File: src/rtl/int_sequencer_pkg.sv
// Shared definitions for the interrupt sequencer: INTCON bit positions,
// FSM state encodings, the default vector and the pending-interrupt rule.
package int_sequencer_pkg;

  localparam int GIE_B  = 7;
  localparam int PEIE_B = 6;
  localparam int T0IE_B = 5;
  localparam int INTE_B = 4;
  localparam int RBIE_B = 3;
  localparam int T0IF_B = 2;
  localparam int INTF_B = 1;
  localparam int RBIF_B = 0;

  localparam logic [1:0] ST_IDLE   = 2'd0;
  localparam logic [1:0] ST_INT_C1 = 2'd1;
  localparam logic [1:0] ST_INT_C2 = 2'd2;

  localparam logic [1:0]  Q_FIRST        = 2'd0;
  localparam logic [1:0]  Q_LAST         = 2'd3;
  localparam logic [12:0] INT_VECTOR_DEF = 13'h004;

  // An interrupt is pending when GIE is set and any source has both its
  // enable and its flag (the peripheral source is a live level).
  function automatic logic irq_pending(input logic [7:0] intcon, input logic periph);
    return intcon[GIE_B] & ((intcon[T0IE_B] & intcon[T0IF_B]) |
                            (intcon[INTE_B] & intcon[INTF_B]) |
                            (intcon[RBIE_B] & intcon[RBIF_B]) |
                            (intcon[PEIE_B] & periph));
  endfunction

endpackage

File: src/rtl/int_sequencer_if.sv
// Bundle of the decoder-side, INTCON bus and interrupt-source signals of
// the interrupt sequencer. The sequencer is the slave; the core/decoder
// side (or a bench) is the master.
interface int_sequencer_if #(parameter int PC_WIDTH = 13);
  logic [1:0]          q_count;
  logic                instr_boundary;
  logic                retfie;
  logic                intcon_wr_en;
  logic [7:0]          intcon_wr_data;
  logic [7:0]          intcon_rd_data;
  logic                intedg;
  logic                int_pin;
  logic                t0_ovf;
  logic                rb_change;
  logic                periph_irq;
  logic                irq_take;
  logic                int_active;
  logic                stack_push;
  logic                pc_vec_load;
  logic [PC_WIDTH-1:0] pc_vector;
  logic                int_flush;
  logic                int_instr_rd_en;
  logic                int_pc_incr_en;

  modport master (
    output q_count, instr_boundary, retfie, intcon_wr_en, intcon_wr_data,
           intedg, int_pin, t0_ovf, rb_change, periph_irq,
    input  intcon_rd_data, irq_take, int_active, stack_push, pc_vec_load,
           pc_vector, int_flush, int_instr_rd_en, int_pc_incr_en
  );

  modport slave (
    input  q_count, instr_boundary, retfie, intcon_wr_en, intcon_wr_data,
           intedg, int_pin, t0_ovf, rb_change, periph_irq,
    output intcon_rd_data, irq_take, int_active, stack_push, pc_vec_load,
           pc_vector, int_flush, int_instr_rd_en, int_pc_incr_en
  );
endinterface

File: src/rtl/int_sequencer_pin_sync.sv
// External interrupt pin conditioning: multi-flop synchronizer, edge
// blanking right after reset, and an edge detector whose polarity follows
// INTEDG. Produces a single-clock pulse per qualifying edge.
module int_pin_sync #(
  parameter int SYNC_STAGES = 2
) (
  input  logic clk,
  input  logic rst,
  input  logic int_pin,
  input  logic intedg,
  output logic edge_pulse
);

  localparam int BLANK = SYNC_STAGES + 1;
  localparam int CNT_W = $clog2(BLANK + 1);

  logic [SYNC_STAGES-1:0] sync_p;
  logic                   synced_prev_p;
  logic [CNT_W-1:0]       blank_cnt;
  logic                   synced;
  logic                   rise;
  logic                   fall;

  // Synchronizer chain, previous-sample register and post-reset blanking count
  always_ff @(posedge clk) begin
    if (rst) begin
      sync_p        <= '0;
      synced_prev_p <= 1'b0;
      blank_cnt     <= CNT_W'(BLANK);
    end else begin
      sync_p[0] <= int_pin;
      for (int i = 1; i < SYNC_STAGES; i++) begin
        sync_p[i] <= sync_p[i-1];
      end
      synced_prev_p <= sync_p[SYNC_STAGES-1];
      if (blank_cnt != '0) begin
        blank_cnt <= blank_cnt - 1'b1;
      end
    end
  end

  assign synced     = sync_p[SYNC_STAGES-1];
  assign rise       = synced & ~synced_prev_p;
  assign fall       = ~synced & synced_prev_p;
  // Edges seen while the chain is still refilling after reset are not real
  assign edge_pulse = (blank_cnt == '0) & (intedg ? rise : fall);

endmodule

File: src/rtl/int_sequencer.sv
// PIC16F interrupt sequencer: owns INTCON, latches interrupt flags, and at
// an instruction boundary with an enabled pending interrupt takes over
// sequencing for two instruction cycles (push PC, vector, forced refetch).
module int_sequencer
  import int_sequencer_pkg::*;
#(
  parameter int                  PC_WIDTH    = 13,
  parameter logic [PC_WIDTH-1:0] INT_VECTOR  = PC_WIDTH'(INT_VECTOR_DEF),
  parameter int                  SYNC_STAGES = 2
) (
  input  logic           clk,
  input  logic           rst,
  int_sequencer_if.slave bus
);

  logic [7:0] intcon;
  logic [7:0] intcon_nxt;
  logic [1:0] state;
  logic       q_last;
  logic       q_first;
  logic       pending;
  logic       take;
  logic       in_c1;
  logic       in_c2;
  logic       pin_edge;

  int_pin_sync #(
    .SYNC_STAGES (SYNC_STAGES)
  ) u_pin_sync (
    .clk        (clk),
    .rst        (rst),
    .int_pin    (bus.int_pin),
    .intedg     (bus.intedg),
    .edge_pulse (pin_edge)
  );

  assign q_last  = (bus.q_count == Q_LAST);
  assign q_first = (bus.q_count == Q_FIRST);
  assign pending = irq_pending(intcon, bus.periph_irq);

  // Outputs are gated by rst so an aborted sequence emits nothing further
  assign take  = ~rst & (state == ST_IDLE) & q_last & bus.instr_boundary & pending;
  assign in_c1 = ~rst & (state == ST_INT_C1);
  assign in_c2 = ~rst & (state == ST_INT_C2);

  assign bus.irq_take        = take;
  assign bus.int_active      = in_c1 | in_c2;
  assign bus.stack_push      = in_c1 & q_first;
  assign bus.pc_vec_load     = in_c1 & q_last;
  assign bus.int_flush       = in_c1 & q_last;
  assign bus.int_instr_rd_en = in_c2 & q_last;
  assign bus.int_pc_incr_en  = in_c2 & q_last;
  assign bus.pc_vector       = INT_VECTOR;
  assign bus.intcon_rd_data  = intcon;

  // Next INTCON: software write loads all bits, GIE is overridden by a take
  // (clear) or RETFIE (set), and hardware flag sets win over the write.
  always_comb begin
    intcon_nxt = bus.intcon_wr_en ? bus.intcon_wr_data : intcon;
    if (take) begin
      intcon_nxt[GIE_B] = 1'b0;
    end else if (bus.retfie) begin
      intcon_nxt[GIE_B] = 1'b1;
    end
    if (bus.t0_ovf) begin
      intcon_nxt[T0IF_B] = 1'b1;
    end
    if (pin_edge) begin
      intcon_nxt[INTF_B] = 1'b1;
    end
    if (bus.rb_change) begin
      intcon_nxt[RBIF_B] = 1'b1;
    end
  end

  // INTCON register
  always_ff @(posedge clk) begin
    if (rst) begin
      intcon <= 8'h00;
    end else begin
      intcon <= intcon_nxt;
    end
  end

  // Sequencing FSM; every transition happens at the end of a q3 clock
  always_ff @(posedge clk) begin
    if (rst) begin
      state <= ST_IDLE;
    end else begin
      case (state)
        ST_IDLE:   if (take)   state <= ST_INT_C1;
        ST_INT_C1: if (q_last) state <= ST_INT_C2;
        ST_INT_C2: if (q_last) state <= ST_IDLE;
        default:               state <= ST_IDLE;
      endcase
    end
  end

endmodule
File: src/flat_wrapper.sv
// flat-port wrapper written by rule: the top's interface ports become plain ports
module int_sequencer_flat import int_sequencer_pkg::*;
#(
  parameter int                  PC_WIDTH    = 13,
  parameter logic [PC_WIDTH-1:0] INT_VECTOR  = PC_WIDTH'(INT_VECTOR_DEF),
  parameter int                  SYNC_STAGES = 2
)
  (clk, rst, bus_q_count, bus_instr_boundary, bus_retfie, bus_intcon_wr_en, bus_intcon_wr_data, bus_intedg, bus_int_pin, bus_t0_ovf, bus_rb_change, bus_periph_irq, bus_intcon_rd_data, bus_irq_take, bus_int_active, bus_stack_push, bus_pc_vec_load, bus_pc_vector, bus_int_flush, bus_int_instr_rd_en, bus_int_pc_incr_en);
  int_sequencer_if #(.PC_WIDTH(PC_WIDTH)) bus_i ();
  input  logic clk;
  input  logic rst;
  input wire logic [$bits(bus_i.q_count)-1:0] bus_q_count;
  input wire logic [$bits(bus_i.instr_boundary)-1:0] bus_instr_boundary;
  input wire logic [$bits(bus_i.retfie)-1:0] bus_retfie;
  input wire logic [$bits(bus_i.intcon_wr_en)-1:0] bus_intcon_wr_en;
  input wire logic [$bits(bus_i.intcon_wr_data)-1:0] bus_intcon_wr_data;
  input wire logic [$bits(bus_i.intedg)-1:0] bus_intedg;
  input wire logic [$bits(bus_i.int_pin)-1:0] bus_int_pin;
  input wire logic [$bits(bus_i.t0_ovf)-1:0] bus_t0_ovf;
  input wire logic [$bits(bus_i.rb_change)-1:0] bus_rb_change;
  input wire logic [$bits(bus_i.periph_irq)-1:0] bus_periph_irq;
  output wire logic [$bits(bus_i.intcon_rd_data)-1:0] bus_intcon_rd_data;
  output wire logic [$bits(bus_i.irq_take)-1:0] bus_irq_take;
  output wire logic [$bits(bus_i.int_active)-1:0] bus_int_active;
  output wire logic [$bits(bus_i.stack_push)-1:0] bus_stack_push;
  output wire logic [$bits(bus_i.pc_vec_load)-1:0] bus_pc_vec_load;
  output wire logic [$bits(bus_i.pc_vector)-1:0] bus_pc_vector;
  output wire logic [$bits(bus_i.int_flush)-1:0] bus_int_flush;
  output wire logic [$bits(bus_i.int_instr_rd_en)-1:0] bus_int_instr_rd_en;
  output wire logic [$bits(bus_i.int_pc_incr_en)-1:0] bus_int_pc_incr_en;
  assign bus_i.q_count = bus_q_count;
  assign bus_i.instr_boundary = bus_instr_boundary;
  assign bus_i.retfie = bus_retfie;
  assign bus_i.intcon_wr_en = bus_intcon_wr_en;
  assign bus_i.intcon_wr_data = bus_intcon_wr_data;
  assign bus_i.intedg = bus_intedg;
  assign bus_i.int_pin = bus_int_pin;
  assign bus_i.t0_ovf = bus_t0_ovf;
  assign bus_i.rb_change = bus_rb_change;
  assign bus_i.periph_irq = bus_periph_irq;
  assign bus_intcon_rd_data = bus_i.intcon_rd_data;
  assign bus_irq_take = bus_i.irq_take;
  assign bus_int_active = bus_i.int_active;
  assign bus_stack_push = bus_i.stack_push;
  assign bus_pc_vec_load = bus_i.pc_vec_load;
  assign bus_pc_vector = bus_i.pc_vector;
  assign bus_int_flush = bus_i.int_flush;
  assign bus_int_instr_rd_en = bus_i.int_instr_rd_en;
  assign bus_int_pc_incr_en = bus_i.int_pc_incr_en;
  int_sequencer #(.PC_WIDTH(PC_WIDTH), .INT_VECTOR(INT_VECTOR), .SYNC_STAGES(SYNC_STAGES)) u_core (.clk(clk), .rst(rst), .bus(bus_i));
endmodule
File: config.mk
export PLATFORM = sky130hd
export DESIGN_NAME = int_sequencer_flat
export DESIGN_NICKNAME = d
export VERILOG_FILES = /design/src/rtl/int_sequencer_pkg.sv /design/src/rtl/int_sequencer_if.sv /design/src/rtl/int_sequencer_pin_sync.sv /design/src/rtl/int_sequencer.sv /design/src/flat_wrapper.sv
export SDC_FILE = /design/constraint.sdc
export NUM_CORES = 1
export LEC_CHECK = 0
export ABC_AREA = 0
export CORE_ASPECT_RATIO = 1.1
export CORE_UTILIZATION = 36
export DETAILED_ROUTE_END_ITERATION = 7
export GPL_TIMING_DRIVEN = 0
export HOLD_SLACK_MARGIN = 0.08
export PLACE_DENSITY = 0.78
export RECOVER_POWER = 50
export SLEW_MARGIN = 20
export SYNTH_ARGS = -nofsm -noshare
export SYNTH_HDL_FRONTEND = slang
export SYNTH_HIERARCHICAL = 1
export SYNTH_SLANG_ARGS = --single-unit
File: constraint.sdc
create_clock -name clk -period 1.7 [get_ports clk]
set_clock_uncertainty 0.2 [all_clocks]
set_input_delay 0.34 -clock clk [delete_from_list [all_inputs] [get_ports clk]]
set_output_delay 0.34 -clock clk [all_outputs]
set_load 0.03 [all_outputs]
==> flow_metrics.tcl <==
set metrics [dict create \
    status "finished, violations left" \
    violations "negative setup slack" \
    cts_buffers 3 \
    io_pins 48 \
    port_buffers 34 \
    syn_inst 86 \
    sw_frac_of_total_pct 30.29 \
    ys_ff_latch 15 \
    rsz0062_at_grt "true" \
    cts_sinks 15 \
    p_per_area_nw_per_um2 646.1 \
    ir_drop_mv 0.4285 \
    synth_cell_type_count 24 \
    dp_cells 159 \
    gp_congestion 0.7999 \
    first_pass_iters 4 \
    clockBufferDepth 2 \
    critPathCaptureType "output port" \
    cts_tree "built" \
    arrival_ns 1.41 \
    nNetsFinal 158 \
    hpwl_mm 1.308 \
    yosysWarnings 6 \
    power_frac_clock_pct 24.1 \
    setup-violations-final 6 \
    finalHoldViolCount 0 \
    areaGrowthSynthToFinish_pct 63.14 \
    postLayoutCellArea_um2 1274 \
    switching_power_uw 249.3 \
    track_usage_pct 14.85 \
    n_fill_cell 185 \
    start_util_pct 38.64 \
    vias 696 \
    wl_per_cell_um 10.32 \
    htreeDepth 1 \
    diodes 0 \
    synth_area_leaders "dfxtp_1, buf_4, nor2b_1" \
    ys.flop_type "dfxtp_1" \
    cp-start-kind "flop" \
    intPower_uw 573.6 \
    fin_cells 164 \
    ys_seq_area_share_pct 38.46 \
    yosys-top-cells-count "buf_4, dfxtp_1, nor2_1" \
    finalCritPeriodShare_pct 114.8 \
    yosysTopAreaCellShare_pct 38.46 \
    fin_ws_ns -0.2511 \
    drive_above_1_share_pct 35.29 \
    drc 0 \
    ys_async_sr_fraction_pct 0 \
    dr.first_iter.drc_count 6 \
    cap_violations 0 \
    grt_pass1_wl_mm 2.628 \
    max_freq_mhz 512.5 \
    critPathRequiredTime_ns 1.16 \
    rows 17 \
    p_seq_share_pct 47.8 \
    routed_wl_mm 1.693 \
    overflow 0 \
    antenna_found_initial 0 \
    yosysTopAreaCell "dfxtp_1" \
    synth.avg_cell_area_um2 9.078 \
    drv_slew 0 \
    first_global_vias 651 \
    die-area_um2 2359 \
    vias_per_cell 4.244 \
    die_x_um 46.40 \
    cts.reportedPaths.clkPinSlew_ns 0.09 \
    core_um2 2021 \
    synth_area_um2 780.7 \
    die_y_um 50.84 \
    grt_max_degree 11 \
    finalSetupTns_ns -0.8926 \
    preCtsSetupSlack_ns -1.157 \
    clock-root-buffer "clkbuf_4" \
    cp_max_fo 3 \
    synth_edf_count 0 \
    hp-class "in -> reg" \
    p_leak_uw 0.0006112 \
    worst-setup-path-type "reg -> out" \
    power.share.combinational_pct 28.1 \
    place_area_um2 1231 \
    layout_min_cycle_time_ns 1.951 \
    timing.hold.ws_ns 0.1358 \
    ant_nets 0 \
    clk_latency_ns 0.27 \
]
[cells by family (layout without fill, tap and decap cells)]
| logic type | count (synthesis) | after routing | synth area share (%) |
|---|---|---|---|
| adders and majority gates | 1 | 1 | 1.602 |
| AOI/OAI and AO/OA | 10 | 10 | 11.86 |
| other | 2 | 13 | 0.9619 |
| buffers and inverters | 20 | 59 | 16.99 |
| and+or+nand+nor | 32 | 32 | 22.44 |
| DFF | 15 | 15 | 38.46 |
| xor gates and xnor gates | 1 | 1 | 1.122 |
| muxes | 5 | 5 | 6.571 |
[power by group through the flow]
| stage | combinational, uW | sequential (uW) | clock (uW) |
|---|---|---|---|
| after floorplan | 131 | 423 | 0 |
| after global placement | 234 | 400 | 0 |
| after detailed placement | 238 | 401 | 0 |
| after CTS | 232 | 393 | 205 |
| after global routing | 249 | 398 | 219 |
| final | 231 | 393 | 199 |
[metal layers]
layer / global-route usage, % / vias to the layer above / wire length, um
li1: - / 360 / -
met1: 16.09 / 300 / 720
met2: 26.62 / 36 / 769
met3: 5.300 / 0 / 204
met4: 2.941 / 0 / 0
met5: 0 / - / 0
[area by class of cell]
type                       instances  area [um2]  share of cell area [%]
sequential                        15       319.1                   25.05
buffer                            17       122.6                   9.627
timing repair buffer              35       325.3                   25.54
tap                               28       35.03                   2.750
clock buffer                       4       26.28                   2.063
inverter                           3       11.26                  0.8841
multi-input combinational         62       434.2                   34.09
[worst paths after layout]
check / start / to / slack, ns / cells after the start
worst max-delay path: u_core/state[0] / bus_irq_take / -0.25 / 3
worst min-delay path: rst / u_core/u_pin_sync/synced_prev_p / 0.14 / 2
worst max register to register: u_core/state[0] / u_core/bus.intcon_rd_data[7] / 0.26 / 4
worst min register to register: u_core/u_pin_sync/sync_p[0] / u_core/u_pin_sync/sync_p[1] / 0.25 / 1
[placed cells by master, fill, tap and decap left out, drive strengths merged, types with 4 or more instances in the layout]
cell and instances:
nor2b 7, clkdlybuf4s50 12, dfxtp 15, mux2i 4, nor2 10, dlygate4sd2 12
clkbuf 6, buf 24, nand2b 5, a211oi 4, conb 13
[what timing repair did]
| action | in CTS | in global routing |
|---|---|---|
| buffers inserted | 1 | 0 |
| pin swaps | 3 | 0 |
| endpoints found under the hold margin | 0 | 0 |
| endpoints found under the setup margin | 16 | 7 |
| hold buffers | 0 | 0 |
| gates resized for setup | 69 | 6 |
[stage by stage]
| stage | utilization, % | power, uW |
|---|---|---|
| 2_1_floorplan | - | 553.3 |
| 3_3_place_gp | 60.93 | 633.6 |
| 3_5_place_dp | 60.93 | 639.2 |
| 4_1_cts | 62.35 | 830.0 |
| 5_1_grt | 63.03 | 865.4 |
| 6_report | 63.03 | 822.9 |
[flip-flops by register name (all words and copies together), names as in the netlist]
register                         flops
u_core/bus.intcon_rd_data            8
u_core/u_pin_sync/blank_cnt          2
u_core/u_pin_sync/sync_p             2
u_core/u_pin_sync/synced_prev_p      1
u_core/state                         2
[worst max-delay path, cell delays in order (launching register included)]
cell	delay [ns]
dfxtp_2	0.35
or2_4	0.25
a2111oi_4	0.31
buf_4	0.22
(Power assumes the default switching activity.)
